File: src/rtl/input_conditioner_pkg.sv
// rtl/input_conditioner_pkg.sv - shared width helper and auto-repeat state encoding
package input_conditioner_pkg;

    typedef enum logic [1:0] {
        ST_IDLE   = 2'd0,
        ST_HELD   = 2'd1,
        ST_DELAY  = 2'd2,
        ST_REPEAT = 2'd3
    } rep_state_e;

    // One spare bit above the widest count keeps every terminal value representable.
    function automatic int unsigned cnt_width(input int unsigned a,
                                              input int unsigned b,
                                              input int unsigned c);
        int unsigned m;
        m = a;
        if (b > m) m = b;
        if (c > m) m = c;
        return $clog2(m) + 1;
    endfunction

endpackage

File: src/rtl/conditioner_channel.sv
// rtl/conditioner_channel.sv - one input bit: synchronizer, debouncer, edge pulses, auto-repeat
module conditioner_channel
    import input_conditioner_pkg::*;
#(
    parameter int unsigned STABLE_CYCLES = 1000000,
    parameter int unsigned REPEAT_DELAY  = 50000000,
    parameter int unsigned REPEAT_PERIOD = 10000000,
    parameter int unsigned CNT_W         = 27
) (
    input  logic clock_i,
    input  logic reset_i,
    input  logic raw_i,
    input  logic repeat_en_i,
    output logic level_o,
    output logic rise_o,
    output logic fall_o,
    output logic press_o
);

    localparam logic [CNT_W-1:0] STABLE_LAST = CNT_W'(STABLE_CYCLES - 1);
    localparam logic [CNT_W-1:0] DELAY_LAST  = CNT_W'(REPEAT_DELAY - 1);
    localparam logic [CNT_W-1:0] PERIOD_LAST = CNT_W'(REPEAT_PERIOD - 1);
    localparam logic [CNT_W-1:0] CNT_ONE     = CNT_W'(1);

    logic             sync1_q;
    logic             sync2_q;
    logic             level_q;
    logic             level_d;
    logic             rise_q;
    logic             rise_d;
    logic             fall_q;
    logic             fall_d;
    logic             press_q;
    logic             press_d;
    logic             toggle;
    logic [CNT_W-1:0] dcnt_q;
    logic [CNT_W-1:0] dcnt_d;
    logic [CNT_W-1:0] rcnt_q;
    logic [CNT_W-1:0] rcnt_d;
    rep_state_e       state_q;
    rep_state_e       state_d;

    always_ff @(posedge clock_i) begin
        if (reset_i) begin
            sync1_q <= 1'b0;
            sync2_q <= 1'b0;
        end else begin
            sync1_q <= raw_i;
            sync2_q <= sync1_q;
        end
    end

    // Any sample agreeing with the current level restarts the stability window.
    always_comb begin
        dcnt_d = dcnt_q;
        toggle = 1'b0;
        if (sync2_q == level_q) begin
            dcnt_d = '0;
        end else if (dcnt_q == STABLE_LAST) begin
            toggle = 1'b1;
            dcnt_d = '0;
        end else begin
            dcnt_d = dcnt_q + CNT_ONE;
        end
        level_d = level_q ^ toggle;
        rise_d  = toggle & ~level_q;
        fall_d  = toggle & level_q;
    end

    // A fall always beats a due repeat tick; dropping repeat_en parks in HELD until the next rise.
    always_comb begin
        state_d = state_q;
        rcnt_d  = rcnt_q;
        press_d = 1'b0;
        case (state_q)
            ST_IDLE: begin
                if (rise_d) begin
                    press_d = 1'b1;
                    rcnt_d  = '0;
                    state_d = repeat_en_i ? ST_DELAY : ST_HELD;
                end
            end
            ST_HELD: begin
                if (fall_d) state_d = ST_IDLE;
            end
            ST_DELAY: begin
                if (fall_d) begin
                    state_d = ST_IDLE;
                end else if (!repeat_en_i) begin
                    state_d = ST_HELD;
                end else if (rcnt_q == DELAY_LAST) begin
                    press_d = 1'b1;
                    rcnt_d  = '0;
                    state_d = ST_REPEAT;
                end else begin
                    rcnt_d = rcnt_q + CNT_ONE;
                end
            end
            ST_REPEAT: begin
                if (fall_d) begin
                    state_d = ST_IDLE;
                end else if (!repeat_en_i) begin
                    state_d = ST_HELD;
                end else if (rcnt_q == PERIOD_LAST) begin
                    press_d = 1'b1;
                    rcnt_d  = '0;
                end else begin
                    rcnt_d = rcnt_q + CNT_ONE;
                end
            end
            default: state_d = ST_IDLE;
        endcase
    end

    always_ff @(posedge clock_i) begin
        if (reset_i) begin
            level_q <= 1'b0;
            rise_q  <= 1'b0;
            fall_q  <= 1'b0;
            press_q <= 1'b0;
            dcnt_q  <= '0;
            rcnt_q  <= '0;
            state_q <= ST_IDLE;
        end else begin
            level_q <= level_d;
            rise_q  <= rise_d;
            fall_q  <= fall_d;
            press_q <= press_d;
            dcnt_q  <= dcnt_d;
            rcnt_q  <= rcnt_d;
            state_q <= state_d;
        end
    end

    assign level_o = level_q;
    assign rise_o  = rise_q;
    assign fall_o  = fall_q;
    assign press_o = press_q;

endmodule

File: src/rtl/input_conditioner.sv
// rtl/input_conditioner.sv - N-channel switch/button conditioner built from per-bit channels
module input_conditioner
    import input_conditioner_pkg::*;
#(
    parameter int unsigned CHANNELS      = 21,
    parameter int unsigned STABLE_CYCLES = 1000000,
    parameter int unsigned REPEAT_DELAY  = 50000000,
    parameter int unsigned REPEAT_PERIOD = 10000000
) (
    input  logic                clock,
    input  logic                reset,
    input  logic [CHANNELS-1:0] raw_in,
    input  logic [CHANNELS-1:0] repeat_en,
    output logic [CHANNELS-1:0] level,
    output logic [CHANNELS-1:0] rise,
    output logic [CHANNELS-1:0] fall,
    output logic [CHANNELS-1:0] press
);

    localparam int unsigned CNT_W = cnt_width(STABLE_CYCLES, REPEAT_DELAY, REPEAT_PERIOD);

    for (genvar g = 0; g < CHANNELS; g++) begin : g_ch
        conditioner_channel #(
            .STABLE_CYCLES (STABLE_CYCLES),
            .REPEAT_DELAY  (REPEAT_DELAY),
            .REPEAT_PERIOD (REPEAT_PERIOD),
            .CNT_W         (CNT_W)
        ) u_ch (
            .clock_i     (clock),
            .reset_i     (reset),
            .raw_i       (raw_in[g]),
            .repeat_en_i (repeat_en[g]),
            .level_o     (level[g]),
            .rise_o      (rise[g]),
            .fall_o      (fall[g]),
            .press_o     (press[g])
        );
    end

endmodule

File: config.mk
export PLATFORM = sky130hd
export DESIGN_NAME = input_conditioner
export DESIGN_NICKNAME = d
export VERILOG_FILES = /design/src/rtl/input_conditioner_pkg.sv /design/src/rtl/conditioner_channel.sv /design/src/rtl/input_conditioner.sv
export SDC_FILE = /design/constraint.sdc
export NUM_CORES = 2
export LEC_CHECK = 0
export BUFFER_PORTS_ARGS = -buffer_cell sky130_fd_sc_hd__buf_4
export CAP_MARGIN = 15
export CELL_PAD_IN_SITES_DETAIL_PLACEMENT = 0
export CELL_PAD_IN_SITES_GLOBAL_PLACEMENT = 1
export CORE_UTILIZATION = 52
export CTS_BUF_LIST = sky130_fd_sc_hd__clkbuf_16
export CTS_CLUSTER_SIZE = 14
export DETAILED_ROUTE_END_ITERATION = 10
export PLACE_DENSITY_LB_ADDON = 0.08
export SYNTH_ARGS = -nofsm -noshare
export SYNTH_HDL_FRONTEND = slang
export SYNTH_HIERARCHICAL = 1
export SYNTH_SLANG_ARGS = --single-unit
File: constraint.sdc
create_clock -name clock -period 3.7 [get_ports clock]
set_input_delay 0.37 -clock clock [delete_from_list [all_inputs] [get_ports clock]]
set_output_delay 0.37 -clock clock [all_outputs]
set_load 0.01 [all_outputs]
==> results list <==
* Count of routing violations after the opening detailed-route iteration: 4962
- The synthesized design contains 0 enable-type register cells.
- The flow ran to the end, and the final reports show no timing, DRC or antenna violations.
* Post-Synthesis Cells: a little over 8000
* Final Hold Violating Endpoints: 0
- Initial core utilization: 52.5%
- In this run the static leakage power is 22.0 nW.
- After synthesis the netlist holds a flip-flop and latch count of approximately 1300.
* GPL Wtd Cong: just under 0.9
- Least-Margin Pin Slew: between 1 and 1.5 ns
- STA classifies the critical path endpoint as a flip-flop.
- Most area-hungry cell type in the Yosys netlist: sky130_fd_sc_hd__dfxtp_1
- Maximum clock rate: 342 MHz
- The H-tree generated during clock tree synthesis spans 4 levels.
- Kind of critical path: reg -> reg
- The worst path needs 2.92 ns of the cycle, external delays included.
- After synthesis, the mean cell area works out to 8.06 um^2.
* Die ar.: approximately 130000 um^2
- Total number of vias: 60711
- TritonCTS built the clock tree.
* Type of the tightest min-delay check: in -> reg
- Of the total power, the share spent switching nets is 21.3%.
- Of the total power, registers draw 47.8%.
- Share of Yosys cell area claimed by the top area cell type: 39.5%
- The longest clock path from root to sink contains 3 buffers.
* Nature of the critical path startpoint: flip-flop
- Insertion delay to the later sink of the worst-skew pair: 0.76 ns
- Total core area: about 130000 um^2
- 128 I/O pins were placed.
- Total global routing overflow: 0
- Clock Tree Root: sky130_fd_sc_hd__clkbuf_16
- Setup repair after global routing left no endpoint under its margin.
- Dividing total power by cell area gives a power density of between 400 and 500 nW/um^2.
* Iteration count of the initial detailed-routing pass: 6
* Clock Skews: 0.0240 ns
* Die boundary height: 358 um
- Number of core rows: 130
- Yosys mapped the design onto 89 distinct sky130hd cell types.
- Commonest non-fill, non-tap cells in the layout: sky130_fd_sc_hd__dfxtp_1, sky130_fd_sc_hd__nor2_1, sky130_fd_sc_hd__nand2_1, sky130_fd_sc_hd__a21oi_1, sky130_fd_sc_hd__o21ai_0
- Setup violations remaining at the end of the flow were counted as 0.
* Total inserted antenna cells: 0
- Entering global routing, the biggest net connects about 110 pins.
- Of the cells placed in the final design, the portion with a size suffix greater than 1 is 6.28%.
* Post-synth net total: 8286
* Quantity of I/O buffers inserted on ports: 127
- The number of antenna violations at the first check in global routing is 2.
* Cell area after technology mapping: 66100 um^2
- Power dissipated by switching net loads: roughly 6.3 mW
- After detailed routing, the number of vias per cell comes to 6.08.
* Internal portion of total power: 23.3 mW
- Clock slew at reported path FFs: 0.06 ns
- In this run the cell area measured after placement is 67900 um^2.
- In the synthesized netlist the dominant register cell turns out to be sky130_fd_sc_hd__dfxtp_1.
* Worst relative slew slack: between 20% and 30%
- Total routing resource utilization after global routing: 24.1%
* Post-DP HPWL: 105 mm
- The count of nets left with antenna violations once routing finished came out at 0.
- Power share of the clock group: between 50 and 60%
* Global-route wire length before repair: 269 mm
- The filler cells instantiated in the layout total 11543.
- Ys async rst share: 0%
* Synth warn: 6
- Combinational share of power: under 10%
* Die W: 358 um
* Critical path required time: between 4 and 5 ns
- Final worst-path cycle share: 79.0%
* Total wire length: 160 mm
- Area growth syn-to-layout: 11.0%
- Sum of negative setup slack: 0 ns
- In this run, post-CTS repair resized a total of 0 instances.
- The number of global-route vias before repair is 55195.
- Count of clock tree sinks: 1302
- The tool flagged a number of max-cap violations equal to 0.
* Arrival time at the worst endpoint: between 3 and 4 ns
- For this run, design rule violations remaining after detail routing come to 0.
- After routing the design area is 73300 um^2.
- Buffers inserted during clock tree synthesis total between 100 and 150.
* Sequential fraction of the synthesis area: 39.5%
- Most common cell after layout, fill and taps aside: sky130_fd_sc_hd__dfxtp_1
* VDD IR max: 0.000462 V
- The number of max-slew violations in the final report was 0.
- Top area cells in the synthesized netlist: sky130_fd_sc_hd__dfxtp_1, sky130_fd_sc_hd__nor2_1, sky130_fd_sc_hd__nand4_1, sky130_fd_sc_hd__a21oi_1, sky130_fd_sc_hd__o21ai_0
- Post-layout net count: 8299
- Dividing the detail-routed wire length by the instance count gives 16.0 um.
* Crit Path Max Fanout: 14
==> final timing paths <==
path	from	endpoint	slack (ns)	cells after the start
min reg2reg	g_ch[16].u_ch/sync1_q$_SDFF_PP0_	g_ch[16].u_ch/sync2_q$_SDFF_PP0_	0.43	1
max reg2reg	g_ch[12].u_ch/rcnt_q[20]$_SDFFE_PP0P_	g_ch[12].u_ch/rcnt_q[11]$_SDFFE_PP0P_	0.78	6
min	reset	g_ch[18].u_ch/rcnt_q[0]$_SDFFE_PP0P_	0.16	2
max	g_ch[12].u_ch/rcnt_q[20]$_SDFFE_PP0P_	g_ch[12].u_ch/rcnt_q[11]$_SDFFE_PP0P_	0.78	6
==> per-layer routing <==
| metal | GRT usage, % | routed length, um |
|---|---|---|
| met4 | 7.04 | 2940 |
| met3 | 3.37 | 7090 |
| met2 | 39.2 | 73500 |
| met5 | 0 | 23 |
| met1 | 33.0 | 76100 |
==> critical path, stage by stage, from the launching register on <==
cell	delay, ns
sky130_fd_sc_hd__dfxtp_1	0.45
sky130_fd_sc_hd__nand4_1	0.19
sky130_fd_sc_hd__or4_4	0.59
sky130_fd_sc_hd__a2111oi_4	0.70
sky130_fd_sc_hd__nor2_1	0.45
sky130_fd_sc_hd__a211oi_1	0.30
sky130_fd_sc_hd__a211oi_1	0.07
==> Yosys cell counts (all sizes together), types with 120 or more instances <==
library cell  count
dfxtp          1302
nor2            875
nand2           620
a21oi           513
o21ai           498
nand3           496
nand4           414
nor3            383
clkbuf          244
xnor2           241
inv             229
or3             216
nor4            206
xor2            202
and3            196
and4            131
or4             120
==> registers in the layout, indices dropped and copies added, names as in the netlist, named ones only <==
register,flops
g_ch.u_ch/fall_o,21
g_ch.u_ch/sync1_q,21
g_ch.u_ch/rise_o,21
g_ch.u_ch/rcnt_q,567
g_ch.u_ch/dcnt_q,567
g_ch.u_ch/state_q,42
g_ch.u_ch/press_o,21
g_ch.u_ch/sync2_q,21
==> area by class of cell <==
class	count	area (um^2)	share of cell area [%]
clock buffers	159	3980	5.43
inverters	248	931	1.27
flip-flops and latches	1302	26100	35.6
well taps	1650	2060	2.82
repair buffers	221	1810	2.47
multi-input cells	6293	37500	51.1
clock inverters	107	970	1.32
==> per-stage QoR <==
stage | setup WS, ns | util, % | cells | hold WS (ns) | power, mW
finish | 0.779 | 58.3 | 9980 | 0.163 | 29.6
detailed placement | 0.824 | 54.0 | 9672 | 0.427 | 14.9
global route | 0.558 | 58.3 | 9980 | 0.150 | 30.6
floorplan | 1.36 | - | 8200 | 0.414 | 14.8
CTS | 0.800 | 58.3 | 9980 | 0.121 | 30.0
global placement | 0.862 | 54.0 | 9672 | 0.419 | 14.9
==> kinds of logic (layout without fill, tap and decap cells) <==
| kind of cell | Yosys count | count (layout) | synth area share, % |
|---|---|---|---|
| buf+inv | 605 | 735 | 3.89 |
| fa+ha+maj | 42 | 42 | 0.796 |
| flops | 1302 | 1302 | 39.5 |
| simple gates | 4215 | 4215 | 34.5 |
| mux | 19 | 19 | 0.288 |
| compound gates | 1574 | 1574 | 15.2 |
| xor+xnor | 443 | 443 | 5.87 |
==> power by group through the flow <==
stage               clock network, mW  registers [mW]  logic (mW)
global placement                    0            14.4       0.512
detailed placement                  0            14.4       0.511
finish                           14.9            14.1       0.549
floorplan                           0            14.4       0.356
global route                     15.9            14.1       0.604
CTS                              15.3            14.1       0.550
==> timing repair <==
action | in CTS | in global routing
hold buffers | 42 | 0
endpoints found under the hold margin | 62 | 0
buffers inserted | 0 | 0
No activity file was read; power rests on OpenSTA's default activity.
